==> src/rtl/ifu_pkg.sv <==
// Shared types, opcode constants and immediate decoders for the decoupled fetch unit.
package ifu_pkg;

    localparam logic [4:0] OP_BRANCH = 5'b11000;
    localparam logic [4:0] OP_JAL    = 5'b11011;

    typedef enum logic [1:0] {
        PRED_NONE     = 2'd0,
        PRED_BTFN     = 2'd1,
        PRED_BTFN_JAL = 2'd2
    } pred_mode_e;

    typedef struct packed {
        logic [31:0] pc;
        logic [31:0] inst;
        logic        pred_taken;
    } q_entry_t;

    function automatic logic signed [31:0] imm_b(input logic [31:0] inst);
        return {{20{inst[31]}}, inst[7], inst[30:25], inst[11:8], 1'b0};
    endfunction

    function automatic logic signed [31:0] imm_j(input logic [31:0] inst);
        return {{12{inst[31]}}, inst[19:12], inst[20], inst[30:21], 1'b0};
    endfunction

endpackage

==> src/rtl/ifu_inst_queue.sv <==
// Synchronous instruction FIFO with a clear input; head is read from registered storage.
module ifu_inst_queue
    import ifu_pkg::*;
#(
    parameter int  DEPTH   = 4,
    parameter type entry_t = q_entry_t
) (
    input  logic                   clock,
    input  logic                   reset,
    input  logic                   clear,
    input  logic                   enq,
    input  entry_t                 enq_data,
    input  logic                   deq,
    output entry_t                 head,
    output logic [$clog2(DEPTH):0] count
);

    localparam int AW = $clog2(DEPTH);
    localparam int CW = AW + 1;

    entry_t        mem [DEPTH];
    logic [AW-1:0] rd_ptr;
    logic [AW-1:0] wr_ptr;
    logic          do_enq;
    logic          do_deq;

    assign do_enq = enq && !clear;
    assign do_deq = deq && !clear && (count != '0);
    assign head   = mem[rd_ptr];

    always_ff @(posedge clock or negedge reset) begin
        if (!reset) begin
            rd_ptr <= '0;
            wr_ptr <= '0;
            count  <= '0;
        end else if (clear) begin
            rd_ptr <= '0;
            wr_ptr <= '0;
            count  <= '0;
        end else begin
            // The fetch credit scheme must never let a write land in a full queue.
            if (do_enq && !do_deq) assert (count != CW'(DEPTH));
            if (do_enq) wr_ptr <= wr_ptr + AW'(1);
            if (do_deq) rd_ptr <= rd_ptr + AW'(1);
            if (do_enq && !do_deq)      count <= count + CW'(1);
            else if (!do_enq && do_deq) count <= count - CW'(1);
        end
    end

    always_ff @(posedge clock) begin
        if (do_enq) mem[wr_ptr] <= enq_data;
    end

endmodule

==> src/rtl/ifu_decoupled.sv <==
// Instruction fetch unit: in-order multi-outstanding fetch, static prediction, stale-response dropping.
module ifu_decoupled
    import ifu_pkg::*;
#(
    parameter logic [31:0] RESET_PC  = 32'h3000_0000,
    parameter int          QDEPTH    = 4,
    parameter int          MAX_OUTST = 2,
    parameter int          PRED_MODE = 1
) (
    input  logic        clock,
    input  logic        reset,
    output logic        fetch_req_valid,
    input  logic        fetch_req_ready,
    output logic [31:0] fetch_req_addr,
    input  logic        fetch_resp_valid,
    input  logic [31:0] fetch_resp_inst,
    input  logic        jump_flush,
    input  logic [31:0] jump_dnpc,
    input  logic        cs_flush,
    input  logic [31:0] cs_dnpc,
    output logic        out_valid,
    input  logic        out_ready,
    output logic [31:0] out_pc,
    output logic [31:0] out_inst,
    output logic        out_pred_taken
);

    localparam int         CW   = $clog2(MAX_OUTST + 1);
    localparam int         QW   = $clog2(QDEPTH) + 1;
    localparam pred_mode_e MODE = pred_mode_e'(PRED_MODE);

    logic [31:0]        fetch_pc;
    logic [31:0]        resp_pc;
    logic [31:0]        dnpc;
    logic [31:0]        target;
    logic signed [31:0] imm;
    logic [CW-1:0]      inflight;
    logic [CW-1:0]      inflight_next;
    logic [CW-1:0]      drop_cnt;
    logic [QW-1:0]      q_count;
    q_entry_t           q_head;
    q_entry_t           q_in;
    logic               flush;
    logic               resp_ok;
    logic               accept;
    logic               discard;
    logic               is_b;
    logic               is_jal;
    logic               redirect;
    logic               issue;
    logic               deq;
    logic               has_head;

    assign flush = cs_flush | jump_flush;
    assign dnpc  = cs_flush ? cs_dnpc : jump_dnpc;

    // A response with nothing outstanding is a leftover from before reset and is ignored.
    assign resp_ok = fetch_resp_valid && (inflight != '0);
    assign accept  = resp_ok && (drop_cnt == '0) && !flush;
    assign discard = resp_ok && (drop_cnt != '0);

    assign is_b     = (MODE != PRED_NONE) && (fetch_resp_inst[6:2] == OP_BRANCH) && fetch_resp_inst[31];
    assign is_jal   = (MODE == PRED_BTFN_JAL) && (fetch_resp_inst[6:2] == OP_JAL);
    assign redirect = accept && (is_b || is_jal);
    assign imm      = is_jal ? imm_j(fetch_resp_inst) : imm_b(fetch_resp_inst);
    assign target   = resp_pc + $unsigned(imm);

    // Every non-stale in-flight fetch holds a reserved queue slot.
    assign fetch_req_valid = reset && !flush && !redirect
                          && (32'(inflight) < MAX_OUTST)
                          && (32'(q_count) + 32'(inflight) - 32'(drop_cnt) < 32'(QDEPTH));
    assign fetch_req_addr  = fetch_pc;
    assign issue           = fetch_req_valid && fetch_req_ready;

    always_comb begin
        inflight_next = inflight;
        if (issue && !resp_ok)      inflight_next = inflight + CW'(1);
        else if (!issue && resp_ok) inflight_next = inflight - CW'(1);
    end

    always_ff @(posedge clock or negedge reset) begin
        if (!reset) begin
            fetch_pc <= RESET_PC;
            resp_pc  <= RESET_PC;
            inflight <= '0;
            drop_cnt <= '0;
        end else begin
            inflight <= inflight_next;
            if (flush) begin
                fetch_pc <= dnpc;
                resp_pc  <= dnpc;
                drop_cnt <= inflight_next;
            end else if (redirect) begin
                fetch_pc <= target;
                resp_pc  <= target;
                drop_cnt <= inflight_next;
            end else begin
                if (issue)   fetch_pc <= fetch_pc + 32'd4;
                if (accept)  resp_pc  <= resp_pc + 32'd4;
                if (discard) drop_cnt <= drop_cnt - CW'(1);
            end
        end
    end

    assign q_in = '{pc: resp_pc, inst: fetch_resp_inst, pred_taken: redirect};

    ifu_inst_queue #(
        .DEPTH   (QDEPTH),
        .entry_t (q_entry_t)
    ) u_queue (
        .clock    (clock),
        .reset    (reset),
        .clear    (flush),
        .enq      (accept),
        .enq_data (q_in),
        .deq      (deq),
        .head     (q_head),
        .count    (q_count)
    );

    assign has_head       = (q_count != '0);
    assign out_valid      = has_head && !flush;
    assign deq            = out_valid && out_ready;
    assign out_pc         = has_head ? q_head.pc : '0;
    assign out_inst       = has_head ? q_head.inst : '0;
    assign out_pred_taken = has_head && q_head.pred_taken;

endmodule

==> config.mk <==
export PLATFORM = sky130hd
export DESIGN_NAME = ifu_decoupled
export DESIGN_NICKNAME = d
export VERILOG_FILES = /design/src/rtl/ifu_pkg.sv /design/src/rtl/ifu_inst_queue.sv /design/src/rtl/ifu_decoupled.sv
export SDC_FILE = /design/constraint.sdc
export NUM_CORES = 1
export LEC_CHECK = 0
export ABC_AREA = 1
export BUFFER_PORTS_ARGS = -buffer_cell sky130_fd_sc_hd__buf_2
export CAP_MARGIN = 10
export CORE_AREA = 2 2 270 245
export CTS_CLUSTER_DIAMETER = 150
export DETAILED_ROUTE_END_ITERATION = 6
export DIE_AREA = 0 0 272 247
export HOLD_SLACK_MARGIN = 0.12
export PLACE_DENSITY_LB_ADDON = 0.2
export SYNTH_ARGS = -nofsm -noshare
export SYNTH_HDL_FRONTEND = slang
export SYNTH_HIERARCHICAL = 1
export SYNTH_SLANG_ARGS = --single-unit
==> constraint.sdc <==
create_clock -name clock -period 4.3 [get_ports clock]
set_input_delay 0.43 -clock clock [delete_from_list [all_inputs] [get_ports clock]]
set_output_delay 0.43 -clock clock [all_outputs]
set_load 0.02 [all_outputs]
# Word-level counts from Yosys, hierarchy flattened
# Memories as Yosys holds them, arrays and structs flattened.
# Index checks and enable logic that the tools add are counted.
# classes
add_sub_neg,12
bitwise,1
eq_ne,1
reduce_logical,37
n_mux,23
order_cmp,2
# ops
operator,n
$mux 32,9
$add 32x3->32 const B,2
$add 32x32->32,1
$lt 32x3->1 const B,1
$logic_and 1x1->1,21
$mux 2,9
$reduce_bool 3->1,5
$mux 3,3
$reduce_bool 2->1,4
$add 2x1->2 const B,3
$logic_not 1->1,6
$eq 5x5->1 const B,1
$sub 4x2->5,1
$add 3x2->4,1
$sub 2x1->2 const B,2
$add 3x1->3 const B,1
$sub 3x1->3 const B,1
$logic_not 2->1,1
$lt 2x2->1 const B,1
$mux 1,2
$or 1x1->1,1
# word_totals
ramBits,260
out_inout_bits,99
memories,1
inputBits,103
register_bits,75
# mem_list
memory,depth,width,rd,rd_ports_with_merged_regs,write_ports,line_no,text
u_queue.mem,4,65,1,0,1,ifu_inst_queue.sv:21,entry_t mem [DEPTH];

# Depth between registers and ports, before layout
# depth
word_depth,16
mapped_depth,17
depth_no_buf,17

# By module
# Netlist, hierarchy kept.
# modules_own_cells
module,area_per_inst_um2,cells_each,n_inst
ifu_inst_queue,10030.9,691,1
ifu_decoupled,8485.6,1546,1

# Worst setup path after synthesis
# Ideal clock, no wire load.
# synth_path
path_kind,input-to-reg
start,in cs_flush
end,mem u_queue/mem[0][0] (netlist bit) (enable)
setup_ps,489
path_buffers,2
path_stages,7
arrival_time_ps,3979
setup_slack_ps,-168
path_cell_list,buf_2 -> nor2_8 -> inv_4 -> clkbuf_1 -> inv_2 -> nand2_1 -> nor2_1
# synth_via
elab_chain_cells,6
# synth_lines
element,line_no,text
from (decl),ifu_decoupled.sv:19,"input logic cs_flush,"
$or 1x1->1 (*),ifu_decoupled.sv:54,assign flush = cs_flush | jump_flush;
via flush,ifu_decoupled.sv:43,logic flush;
$logic_not 1->1 (*),"ifu_inst_queue.sv:27, ifu_decoupled.sv:59",
$logic_and 1x1->1,ifu_decoupled.sv:59,assign accept = resp_ok && (drop_cnt == '0) && !flush;
$logic_and 1x1->1 (*),ifu_inst_queue.sv:27,assign do_enq = enq && !clear;
$mux 1 (*),ifu_inst_queue.sv:51,if (do_enq) mem[wr_ptr] <= enq_data;
$mux 1 (implied by the code) (*),ifu_inst_queue.sv:51,
to (decl),ifu_inst_queue.sv:21,
# Mark *: on every way through the listed nets, which the timed path passes. The rest lies on a longest branch.

==> results.ini <==
[critical_path]
critical_path_rt_ps = 3870
critical_path.startpoint_type = flip-flop
critical-path-top-delay-family = buffers and inverters
path_cells = inv_4 > buf_4 > o21ai_0 > o22ai_1 > inv_1 > nor2_1 > buf_2
timing.critical_path.to_type = primary output
delay_of_the_slowest_cell_on_the_worst_path_ps = 500
critPathKind = reg2out
crit_path_top_delay_cell = sky130_fd_sc_hd__dfrtp_4
worstPathMaxFanout = 60
number_of_buffers_and_inverters_on_the_critical_path = 4
crit_arrival_ps = 2820

[detailed_routing]
route.detailed.wl_per_inst_um = 19.6
drt_pre_antenna_iters = 6
vias = 16200
final_antenna_violating_net_count = 0
drc = 0
detail_route.vias_per_cell = 4.86
route.final.wire_length_mm = 65.3
initial_drt_markers = 1310

[final_layout]
insertedDiodeCount = 0
final_design_area_no_fill_mm2 = 0.0220
areaGrowthSynthToFinish_pct = 18.6
proportion_of_layout_cells_with_a_drive_suffix_above_1_pct = 12.8
layout.nets = 2591

[cts]
clock_sink_count = 335
clk_path_buf_depth = 3
cts.hold.buffers_added = 22
htree_num_levels = 2
clock-root-buffer = sky130_fd_sc_hd__clkbuf_16
cts_tree = done
numCtsBuffers = 40
cts-resized-gates = 0
cts.reportedPaths.clkPinSlew_ps = 50
worst_skew_pair_later_pin_latency_ps = 580
cts_post_setup_buffers_inserted = 0

[sta]
clock-skew-final_ps = 27.6
setup_slack_ps = 1050
max_freq_mhz = 308
setup_viol = 0
layout_min_cycle_time_ps = 3250
timing_worst_slew_pin_value_ps = 1030
totalNegativeSetupSlack_ps = 0
finalCritPeriodShare_pct = 75.5
timing.final.max_slew_violations = 0
setup_repair_after_global_routing_missed_its_margin = false
finalHoldViolCount = 0
timing.slew.headroom_pct = 31.2

[logic_synthesis]
synthFlopType = sky130_fd_sc_hd__edfxtp_1
synthTopCellsByArea = sky130_fd_sc_hd__edfxtp_1 42%, sky130_fd_sc_hd__nand2_1 10%, sky130_fd_sc_hd__dfrtp_1 9.6%
synth.yosys.seq_area_share_pct = 52.3
syn_area_mm2 = 0.0185
yosysUniqueCellTypes = 48
synth_area_leader = sky130_fd_sc_hd__edfxtp_1
number_of_flip_flops_and_latches_in_the_synthesized_netlist = 335
yosysWarningCount = 6
mapped_cells = 2237
synth_nets = 2385
yosysMostFrequentCell = sky130_fd_sc_hd__nand2_1
postSynth.asyncResetShare_pct = 22.4
ys_top_cells_by_count = 507 x sky130_fd_sc_hd__nand2_1, 403 x sky130_fd_sc_hd__nor2_1, 260 x sky130_fd_sc_hd__edfxtp_1
area_share_of_the_largest_cell_type_after_synthesis_pct = 42.2
avgSynthCellArea_um2 = 8.28
synth_edf_count = 260

[power]
p_switching_mw = 2.90
sequentialPowerShare_pct = 44.2
power.density_mw_per_mm2 = 407
power_mw = 8.94
power.leakage_nw = 9.67
vdd_ir_drop_max_mv = 0.254
power.share.switching_pct = 32.4
power.combinational.fraction_pct = 19.9
part_of_the_total_power_dissipated_in_the_clock_network_pct = 35.9
cellInternalPower_mw = 6.04

[floorplanning]
fp.coreArea_mm2 = 0.0647
fp.dieH_um = 247
num_io_pins = 202
starting_utilization_of_the_core_area_pct = 28.6
chipWidth_um = 272
dieArea_mm2 = 0.0672
std_cell_rows = 89

[place]
gpl.final_weighted_congestion = 0.907
place.detailed.hpwl_mm = 45.5
numPortBuffers = 201
post_detailed_placement_cell_area_mm2 = 0.0205
detailedPlace.worstSlack_ps = 961

[grt]
gr-usage-all-layers_pct = 19.2
first_global_vias = 15500
largest_net_degree_at_the_start_of_global_routing = 131
antenna_found_initial = 1
grt_first_pass_wirelength_mm = 97.7
grt_overflow = 0

[run]
maxCapViolations = 0

[hold_path]
timing.hold.worst.class = in2reg

[status]
status = finished clean

==> layer usage <==
metal	GRT usage, %	wire length (um)	vias to the layer above
met5	0	0	-
met4	5.62	1710	0
met3	3.14	4010	99
met2	30.7	29700	486
met1	26.7	29900	7820
li1	-	-	7792
==> power by group through the flow <==
stage / registers [mW] / clock network [mW] / logic, mW
3_3_place_gp: 4.01 / 0 / 1.75
6_report: 3.95 / 3.21 / 1.78
2_1_floorplan: 3.93 / 0 / 1.08
3_5_place_dp: 4.01 / 0 / 1.75
5_1_grt: 3.97 / 3.42 / 2.00
4_1_cts: 3.95 / 3.29 / 1.77
==> final timing paths <==
kind	from	to	slack (ps)	cells after the start
worst min register to register	fetch_req_addr[0]	fetch_req_addr[0]	480	2
min in group asynchronous	reset	fetch_req_addr[21]	390	2
max in group asynchronous	reset	u_queue/rd_ptr[0]	2850	3
worst max register to register	inflight[1]	fetch_req_addr[9]	1120	12
worst min-delay path	fetch_resp_inst[6]	u_queue/mem[3][7]	160	1
worst max-delay path	u_queue/rd_ptr[0]	out_pc[17]	1050	7
==> state kept, by name, summed over array words and instances, names as in the netlist <==
register / count
u_queue/mem: 260
fetch_req_addr: 32
resp_pc: 32
u_queue/count: 3
drop_cnt: 2
inflight: 2
u_queue/rd_ptr: 2
u_queue/wr_ptr: 2
==> cells in the final DEF (no fill, tap or decap), drive strengths merged <==
| cell | n |
|---|---|
| nand4 | 21 |
| clkbuf | 55 |
| ha | 42 |
| buf | 227 |
| a22o | 1 |
| xnor2 | 18 |
| mux2 | 1 |
| a21o | 2 |
| nand3 | 76 |
| nor3b | 4 |
| nor4 | 2 |
| o21ai | 192 |
| a211oi | 1 |
| dlygate4sd3 | 22 |
| a31oi | 4 |
| dfstp | 4 |
| nor2 | 406 |
| nand3b | 11 |
| o21bai | 5 |
| a21oi | 106 |
| a22oi | 3 |
| and3 | 3 |
| xor2 | 26 |
| clkinv | 13 |
| nor3 | 35 |
| inv | 269 |
| fa | 3 |
| dfrtp | 71 |
| and2 | 2 |
| edfxtp | 260 |
| or2 | 7 |
| o22ai | 66 |
| nand2 | 511 |
| o211ai | 1 |
| o31ai | 2 |
==> layout make-up <==
type	instances	area (um2)
sequential	335	9690
clock buffer	55	1090
multi-input combinational	1551	7460
timing repair buffer	249	1500
inverter	266	1010
clock inverter	16	138
tap	864	1080
fill	6859	42700
==> worst reg2reg max path, stage by stage, from the launching register on <==
cell	delay [ps]
sky130_fd_sc_hd__dfrtp_1	350
sky130_fd_sc_hd__inv_1	100
sky130_fd_sc_hd__ha_1	200
sky130_fd_sc_hd__nor2_1	210
sky130_fd_sc_hd__nand2_1	160
sky130_fd_sc_hd__nor2_4	170
sky130_fd_sc_hd__nand2_4	250
sky130_fd_sc_hd__inv_2	770
sky130_fd_sc_hd__a21oi_1	110
sky130_fd_sc_hd__o21ai_0	200
sky130_fd_sc_hd__a21oi_1	110
sky130_fd_sc_hd__o21ai_0	280
sky130_fd_sc_hd__o21ai_0	150
==> through the flow <==
| step | utilization (%) | cells | hold slack, ps |
|---|---|---|---|
| finish | 33.9 | 3336 | 156 |
| global route | 33.9 | 3336 | 141 |
| CTS | 33.9 | 3336 | 128 |
| detailed placement | 31.7 | 3243 | 461 |
| global placement | 31.7 | 3243 | 455 |
| floorplan | - | 2237 | 134 |
==> cell families after synthesis <==
family / Yosys count / synth area share, %
flops: 335 / 52.3
mux: 1 / 0.0608
simple gates: 1078 / 23.7
buf+inv: 351 / 7.59
xor+xnor: 44 / 2.08
compound gates: 383 / 11.1
fa+ha+maj: 45 / 3.16
(Power assumes the default switching activity.)
